==> src/rtl/eb_pack_if.sv <==
// Stream bundle for eb_pack: narrow t_0 beat stream in, wide i_0 packed word out.
// Optional last/keep sideband exists only when EB_PACK_LAST_EN is defined.
interface eb_pack_if #(
  parameter int T_0_WIDTH = 8,
  parameter int RATIO     = 4
);
  // Handshake: a transfer happens on the rising edge where valid && ready on that
  // side; ready never depends on valid of the same side.
  logic [T_0_WIDTH-1:0]       t_0_data;
  logic                       t_0_valid;
  logic                       t_0_ready;
  logic [T_0_WIDTH*RATIO-1:0] i_0_data;
  logic                       i_0_valid;
  logic                       i_0_ready;
`ifdef EB_PACK_LAST_EN
  logic                       t_0_last;
  logic                       i_0_last;
  logic [RATIO-1:0]           i_0_keep;
`endif

  modport master (
    output t_0_data, t_0_valid, i_0_ready,
`ifdef EB_PACK_LAST_EN
    output t_0_last,
    input  i_0_last, i_0_keep,
`endif
    input  t_0_ready, i_0_data, i_0_valid
  );

  modport slave (
    input  t_0_data, t_0_valid, i_0_ready,
`ifdef EB_PACK_LAST_EN
    input  t_0_last,
    output i_0_last, i_0_keep,
`endif
    output t_0_ready, i_0_data, i_0_valid
  );
endinterface

==> src/rtl/eb_pack.sv <==
// Packs RATIO narrow beats into one registered wide word, lane 0 at the LSBs.
// Define EB_PACK_LAST_EN to add t_0_last / i_0_last / i_0_keep for short words.
module eb_pack #(
  parameter int T_0_WIDTH = 8,
  parameter int RATIO     = 4,
  parameter int I_0_WIDTH = T_0_WIDTH * RATIO
) (
  input  logic     clk,
  input  logic     reset,
  eb_pack_if.slave bus
);
  localparam int CW = (RATIO > 1) ? $clog2(RATIO) : 1;
  localparam int AW = T_0_WIDTH * (RATIO - 1);

  if (I_0_WIDTH != T_0_WIDTH * RATIO || RATIO < 2) begin : g_bad_cfg
    $error("eb_pack: need RATIO >= 2 and I_0_WIDTH == T_0_WIDTH*RATIO");
  end

  logic [CW-1:0]        cnt;
  logic [AW-1:0]        acc;
  logic [I_0_WIDTH-1:0] word;
  logic                 closing;
  logic                 accept;
`ifdef EB_PACK_LAST_EN
  logic [RATIO-1:0]     keep;

  assign closing = (cnt == CW'(RATIO - 1)) || bus.t_0_last;
`else
  assign closing = (cnt == CW'(RATIO - 1));
`endif

  // Only a closing beat can be blocked, and only while the output word is stuck.
  assign bus.t_0_ready = !(closing && bus.i_0_valid && !bus.i_0_ready);
  assign accept        = bus.t_0_valid && bus.t_0_ready;

  // Word as it would be emitted if the current beat closes it; lanes above cnt are zero.
  always_comb begin
    word = '0;
`ifdef EB_PACK_LAST_EN
    keep = '0;
`endif
    for (int j = 0; j < RATIO - 1; j++) begin
      if (j == int'(cnt)) begin
        word[j*T_0_WIDTH +: T_0_WIDTH] = bus.t_0_data;
`ifdef EB_PACK_LAST_EN
        keep[j] = 1'b1;
`endif
      end else if (j < int'(cnt)) begin
        word[j*T_0_WIDTH +: T_0_WIDTH] = acc[j*T_0_WIDTH +: T_0_WIDTH];
`ifdef EB_PACK_LAST_EN
        keep[j] = 1'b1;
`endif
      end
    end
    if (cnt == CW'(RATIO - 1)) begin
      word[(RATIO-1)*T_0_WIDTH +: T_0_WIDTH] = bus.t_0_data;
`ifdef EB_PACK_LAST_EN
      keep[RATIO-1] = 1'b1;
`endif
    end
  end

  always_ff @(posedge clk or posedge reset) begin
    if (reset) begin
      cnt           <= '0;
      acc           <= '0;
      bus.i_0_data  <= '0;
      bus.i_0_valid <= 1'b0;
`ifdef EB_PACK_LAST_EN
      bus.i_0_last  <= 1'b0;
      bus.i_0_keep  <= '0;
`endif
    end else begin
      if (bus.i_0_ready) begin
        bus.i_0_valid <= 1'b0;
      end
      if (accept) begin
        if (closing) begin
          // Overrides the drain above so back-to-back words have no gap.
          bus.i_0_data  <= word;
          bus.i_0_valid <= 1'b1;
          cnt           <= '0;
          acc           <= '0;
`ifdef EB_PACK_LAST_EN
          bus.i_0_last  <= bus.t_0_last;
          bus.i_0_keep  <= keep;
`endif
        end else begin
          for (int k = 0; k < RATIO - 1; k++) begin
            if (cnt == CW'(k)) begin
              acc[k*T_0_WIDTH +: T_0_WIDTH] <= bus.t_0_data;
            end
          end
          cnt <= cnt + 1'b1;
        end
      end
    end
  end
endmodule
==> src/flat_wrapper.sv <==
// flat-port wrapper written by rule: the top's interface ports become plain ports
module eb_pack_flat 
#(
  parameter int T_0_WIDTH = 8,
  parameter int RATIO     = 4,
  parameter int I_0_WIDTH = T_0_WIDTH * RATIO
)
  (clk, reset, bus_t_0_data, bus_t_0_valid, bus_i_0_ready, bus_t_0_ready, bus_i_0_data, bus_i_0_valid);
  eb_pack_if #(.T_0_WIDTH(T_0_WIDTH), .RATIO(RATIO)) bus_i ();
  input  logic clk;
  input  logic reset;
  input wire logic [$bits(bus_i.t_0_data)-1:0] bus_t_0_data;
  input wire logic [$bits(bus_i.t_0_valid)-1:0] bus_t_0_valid;
  input wire logic [$bits(bus_i.i_0_ready)-1:0] bus_i_0_ready;
  output wire logic [$bits(bus_i.t_0_ready)-1:0] bus_t_0_ready;
  output wire logic [$bits(bus_i.i_0_data)-1:0] bus_i_0_data;
  output wire logic [$bits(bus_i.i_0_valid)-1:0] bus_i_0_valid;
  assign bus_i.t_0_data = bus_t_0_data;
  assign bus_i.t_0_valid = bus_t_0_valid;
  assign bus_i.i_0_ready = bus_i_0_ready;
  assign bus_t_0_ready = bus_i.t_0_ready;
  assign bus_i_0_data = bus_i.i_0_data;
  assign bus_i_0_valid = bus_i.i_0_valid;
  eb_pack #(.T_0_WIDTH(T_0_WIDTH), .RATIO(RATIO), .I_0_WIDTH(I_0_WIDTH)) u_core (.clk(clk), .reset(reset), .bus(bus_i));
endmodule
==> config.mk <==
export PLATFORM = sky130hd
export DESIGN_NAME = eb_pack_flat
export DESIGN_NICKNAME = d
export VERILOG_FILES = /design/src/rtl/eb_pack_if.sv /design/src/rtl/eb_pack.sv /design/src/flat_wrapper.sv
export SDC_FILE = /design/constraint.sdc
export NUM_CORES = 1
export LEC_CHECK = 0
export ABC_AREA = 0
export ABC_CLOCK_PERIOD_IN_PS = 2000
export BUFFER_PORTS_ARGS = -buffer_cell sky130_fd_sc_hd__buf_2
export CAP_MARGIN = 20
export CORE_MARGIN = 10
export CORE_UTILIZATION = 51
export DETAILED_ROUTE_END_ITERATION = 16
export GPL_TIMING_DRIVEN = 1
export PLACE_DENSITY_LB_ADDON = 0.25
export REMOVE_ABC_BUFFERS = 1
export SETUP_SLACK_MARGIN = 0.02
export SYNTH_ARGS = -nofsm -noshare
export SYNTH_HDL_FRONTEND = slang
export SYNTH_SLANG_ARGS = --single-unit
==> constraint.sdc <==
create_clock -name clk -period 2 [get_ports clk]
set_clock_uncertainty 0.2 [all_clocks]
set_input_delay 0.2 -clock clk [delete_from_list [all_inputs] [get_ports clk]]
set_output_delay 0.2 -clock clk [all_outputs]
set_load 0.01 [all_outputs]
==> impl_metrics.xml <==
<?xml version="1.0" encoding="UTF-8"?>
<metrics>
  <group name="clocking">
    <metric name="clock_tree_from_tritoncts" unit="">done</metric>
    <metric name="post_cts_buffers" unit="">0</metric>
    <metric name="worstSkewPairLatency" unit="ns">0.33</metric>
    <metric name="tritoncts.num_buffers" unit="">9</metric>
    <metric name="ctsRootBufferMaster" unit="">sky130_fd_sc_hd__clkbuf_8</metric>
    <metric name="clock_path_buffers" unit="">2</metric>
    <metric name="worst_setup_hold_path_clk_slew" unit="ns">0.06</metric>
    <metric name="ctsHtreeMaxLevel" unit="">3</metric>
    <metric name="cts.sinks" unit="">59</metric>
  </group>
  <group name="worst_setup_path">
    <metric name="timing_worst_setup_path_type" unit="">reg -&gt; reg</metric>
    <metric name="timing.critical_path.max_delay_family" unit="">buffers and inverters</metric>
    <metric name="cp_slowest_stage_delay" unit="ns">0.36</metric>
    <metric name="critical_path_peak_fanout" unit="">32</metric>
    <metric name="worstPathCellList" unit="">buf_4 &gt; ha_1 &gt; nand2_2 &gt; nor2b_4 &gt; buf_12 &gt; mux2_2</metric>
    <metric name="cp.buffers_inverters" unit="">2</metric>
    <metric name="critical_path.endpoint_type" unit="">flop</metric>
    <metric name="worstSetupStartpointType" unit="">flop</metric>
    <metric name="crit_arrival" unit="ns">1.93</metric>
    <metric name="timing.critical_path.required" unit="ns">2.02</metric>
    <metric name="cpMaxStageDelayCell" unit="">sky130_fd_sc_hd__mux2_2</metric>
  </group>
  <group name="power_and_ir_drop">
    <metric name="powerDensity" unit="mW/mm²">1680</metric>
    <metric name="power" unit="mW">6.02</metric>
    <metric name="max-vdd-ir-drop" unit="mV">1.32</metric>
    <metric name="cellInternalPower" unit="mW">3.95</metric>
    <metric name="clockPowerShare" unit="%">16.8</metric>
    <metric name="cellLeakagePower" unit="nW">1.72</metric>
    <metric name="swShare" unit="%">34.4</metric>
    <metric name="share_comb_of_total_power" unit="%">48.2</metric>
    <metric name="power.sequential.fraction" unit="%">35.0</metric>
    <metric name="net-switching-power" unit="mW">2.07</metric>
  </group>
  <group name="die">
    <metric name="core-area" unit="mm²">0.00557</metric>
    <metric name="effective_utilization_at_floorplan" unit="%">53.1</metric>
    <metric name="die_area" unit="mm²">0.00926</metric>
    <metric name="fp-row-count" unit="">27</metric>
    <metric name="die_height" unit="µm">96.2</metric>
    <metric name="io_pins" unit="">46</metric>
    <metric name="die-width" unit="µm">96.2</metric>
  </group>
  <group name="timing">
    <metric name="rsz_0062_raised_after_global_routing" unit="">no</metric>
    <metric name="worstMarginPinSlew" unit="ns">0.420</metric>
    <metric name="finalSetupViolations" unit="">0</metric>
    <metric name="relSlewSlack" unit="%">72.0</metric>
    <metric name="timing.final.crit_period" unit="ns">1.90</metric>
    <metric name="final_number_of_max_transition_violations" unit="">0</metric>
    <metric name="fmax" unit="MHz">526</metric>
    <metric name="setup_slack" unit="ns">0.0976</metric>
    <metric name="final_period_utilization" unit="%">95.1</metric>
    <metric name="hold_violations" unit="">0</metric>
  </group>
  <group name="worst_hold_path">
    <metric name="min-delay-path-class" unit="">in -&gt; reg</metric>
  </group>
  <group name="route">
    <metric name="detail_route.drc_violations" unit="">0</metric>
    <metric name="drtIter0Drc" unit="">122</metric>
    <metric name="avgRoutedWirePerCell" unit="µm">17.3</metric>
    <metric name="via_per_inst" unit="">5.49</metric>
    <metric name="drt.antenna.violating_nets" unit="">0</metric>
    <metric name="detailroute.via_count" unit="">2026</metric>
    <metric name="wirelength" unit="µm">6380</metric>
    <metric name="first_pass_iteration_count_of_the_detailed_router" unit="">4</metric>
  </group>
  <group name="grt">
    <metric name="grt_use_met1" unit="%">18.2</metric>
    <metric name="grt_busiest_layer" unit="">met2</metric>
    <metric name="grt_overflow" unit="">0</metric>
    <metric name="gr-usage-met3" unit="%">5.37</metric>
    <metric name="initial_antenna_violation_count" unit="">0</metric>
    <metric name="grt_first_pass_wirelength" unit="µm">10400</metric>
    <metric name="groute.usage.overall" unit="%">14.8</metric>
    <metric name="grt_max_degree" unit="">33</metric>
    <metric name="first_global_vias" unit="">2071</metric>
    <metric name="global_route.usage.met2" unit="%">22.8</metric>
  </group>
  <group name="synthesis">
    <metric name="synth-seq-cells" unit="">59</metric>
    <metric name="ys_types" unit="">23</metric>
    <metric name="syn_area" unit="mm²">0.00296</metric>
    <metric name="syn-mean-instance-area" unit="µm²">12.8</metric>
    <metric name="synth-warning-count" unit="">0</metric>
    <metric name="netlist_instances" unit="">231</metric>
    <metric name="synth_sequential_area_ratio" unit="%">49.9</metric>
  </group>
  <group name="cells_and_area">
    <metric name="insertedDiodeCount" unit="">0</metric>
    <metric name="nFillCells" unit="">439</metric>
    <metric name="final_net_count" unit="">309</metric>
    <metric name="final_layout_size_suffix_gt1_share" unit="%">44.1</metric>
    <metric name="final_cells" unit="">369</metric>
    <metric name="final_util" unit="%">64.4</metric>
    <metric name="areaGrowthSynthToFinish" unit="%">21.3</metric>
  </group>
  <group name="run_status">
    <metric name="status" unit="">finished, final reports clean</metric>
  </group>
  <group name="place">
    <metric name="post_detailed_placement_half_perimeter_wirelength" unit="µm">4250</metric>
    <metric name="placement.setup.worst_slack" unit="ns">0.00141</metric>
    <metric name="placed_cells_incl_taps" unit="">346</metric>
    <metric name="gp_routability_congestion" unit="">0.767</metric>
    <metric name="io_buffer_count" unit="">45</metric>
  </group>
  <group name="job">
    <metric name="drv_cap" unit="">0</metric>
  </group>
</metrics>
## repair_timing
item / 4_1_cts / 5_1_grt
gates resized for setup: 1 / 0
setup endpoints to repair: 1 / 0
hold buffers: 7 / 0
endpoints found under the hold margin: 46 / 0
## cells in the mapped netlist (all sizes together)
library cell | n | area (µm²)
a21boi | 1 | 7.51
a22o | 9 | 78.8
a31oi | 16 | 100
and2b | 3 | 22.5
buf | 12 | 95.1
clkbuf | 6 | 22.5
dfrtp | 59 | 1480
ha | 5 | 62.6
inv | 3 | 11.3
mux2 | 48 | 653
nand2 | 19 | 73.8
nand2b | 1 | 6.26
nand3b | 2 | 22.5
nor2 | 1 | 3.75
nor2b | 22 | 145
o21ai | 8 | 40.0
o2bb2ai | 16 | 140
## routing by layer
layer	wire [µm]	vias up
li1	-	951
met1	2880	1009
met2	2960	58
met3	452	8
met4	98	0
met5	0	-
## stage by stage
stage | setup TNS [ns] | hold slack, ns | instance area, µm²
2_1_floorplan | -29.77 | 0.133 | 2840
6_report | 0 | 0.0146 | 3590
5_1_grt | 0 | 0.0180 | 3590
3_3_place_gp | 0 | 0.0162 | 3330
4_1_cts | 0 | 0.00902 | 3590
3_5_place_dp | 0 | 0.0174 | 3330
## path summary, 6_finish.rpt
path,start,to,slack (ns),cells past startpoint
setup / recovery,u_core.cnt[0],u_core.bus.i_0_data[22],0.1,6
hold / removal,bus_t_0_data[0],u_core.bus.i_0_data[24],0.01,2
setup reg to reg,u_core.cnt[0],u_core.bus.i_0_data[22],0.1,6
hold reg to reg,u_core.acc[19],u_core.acc[19],0.28,1
max in group asynchronous,reset,u_core.acc[9],0.80,4
min in group asynchronous,reset,u_core.acc[2],0.20,3
## layout make-up
cell class,count,area [µm²],share of cell area (%)
Tap cell,72,90.1,2.51
Timing Repair Buffer,68,465,13.0
Inverter,3,11.3,0.314
Multi-Input combinational cell,151,1360,37.8
Sequential cell,59,1480,41.1
Clock inverter,4,23.8,0.662
Clock buffer,12,165,4.60
## power groups by stage
stage | Combinational (mW) | Sequential (mW) | Clock [mW]
4_1_cts | 2.96 | 2.11 | 1.04
3_3_place_gp | 2.85 | 2.10 | 0
2_1_floorplan | 1.81 | 2.24 | 0
3_5_place_dp | 2.92 | 2.12 | 0
6_report | 2.91 | 2.11 | 1.01
5_1_grt | 3.19 | 2.19 | 1.10
## flip-flops by register name, summed over array words and instances (netlist names)
signal	count
u_core.acc	24
u_core.bus.i_0_data	32
u_core.cnt	2
u_core.bus.i_0_valid	1
## kinds of logic after synthesis
| group | share of synthesized area [%] |
|---|---|
| and+or+nand+nor | 9.25 |
| adders and majority gates | 2.11 |
| DFF | 49.9 |
| buffers and inverters | 4.35 |
| AOI/OAI and AO/OA | 12.4 |
| muxes | 22.1 |
## placed cells by master, fill, tap and decap left out
cell | netlist | layout
sky130_fd_sc_hd__nand3b_2 | 2 | 2
sky130_fd_sc_hd__inv_2 | 0 | 1
sky130_fd_sc_hd__nand2_2 | 1 | 1
sky130_fd_sc_hd__nand2b_1 | 1 | 1
sky130_fd_sc_hd__dfrtp_1 | 59 | 59
sky130_fd_sc_hd__a31oi_1 | 16 | 16
sky130_fd_sc_hd__a22o_1 | 9 | 9
sky130_fd_sc_hd__dlygate4sd3_1 | 0 | 7
sky130_fd_sc_hd__buf_12 | 0 | 4
sky130_fd_sc_hd__nor2b_4 | 1 | 1
sky130_fd_sc_hd__inv_1 | 3 | 2
sky130_fd_sc_hd__buf_4 | 5 | 12
sky130_fd_sc_hd__nand2_1 | 18 | 18
sky130_fd_sc_hd__mux2_4 | 30 | 30
sky130_fd_sc_hd__buf_2 | 1 | 45
sky130_fd_sc_hd__clkinv_2 | 0 | 3
sky130_fd_sc_hd__ha_1 | 5 | 4
sky130_fd_sc_hd__o21ai_0 | 8 | 8
sky130_fd_sc_hd__ha_2 | 0 | 1
sky130_fd_sc_hd__nor2_1 | 1 | 1
sky130_fd_sc_hd__nor2b_1 | 21 | 21
sky130_fd_sc_hd__clkbuf_8 | 0 | 12
sky130_fd_sc_hd__and2b_1 | 3 | 3
sky130_fd_sc_hd__clkinv_4 | 0 | 1
sky130_fd_sc_hd__a21boi_0 | 1 | 1
sky130_fd_sc_hd__mux2_2 | 18 | 18
sky130_fd_sc_hd__o2bb2ai_1 | 16 | 16
No activity file was read; power rests on OpenSTA's default activity.
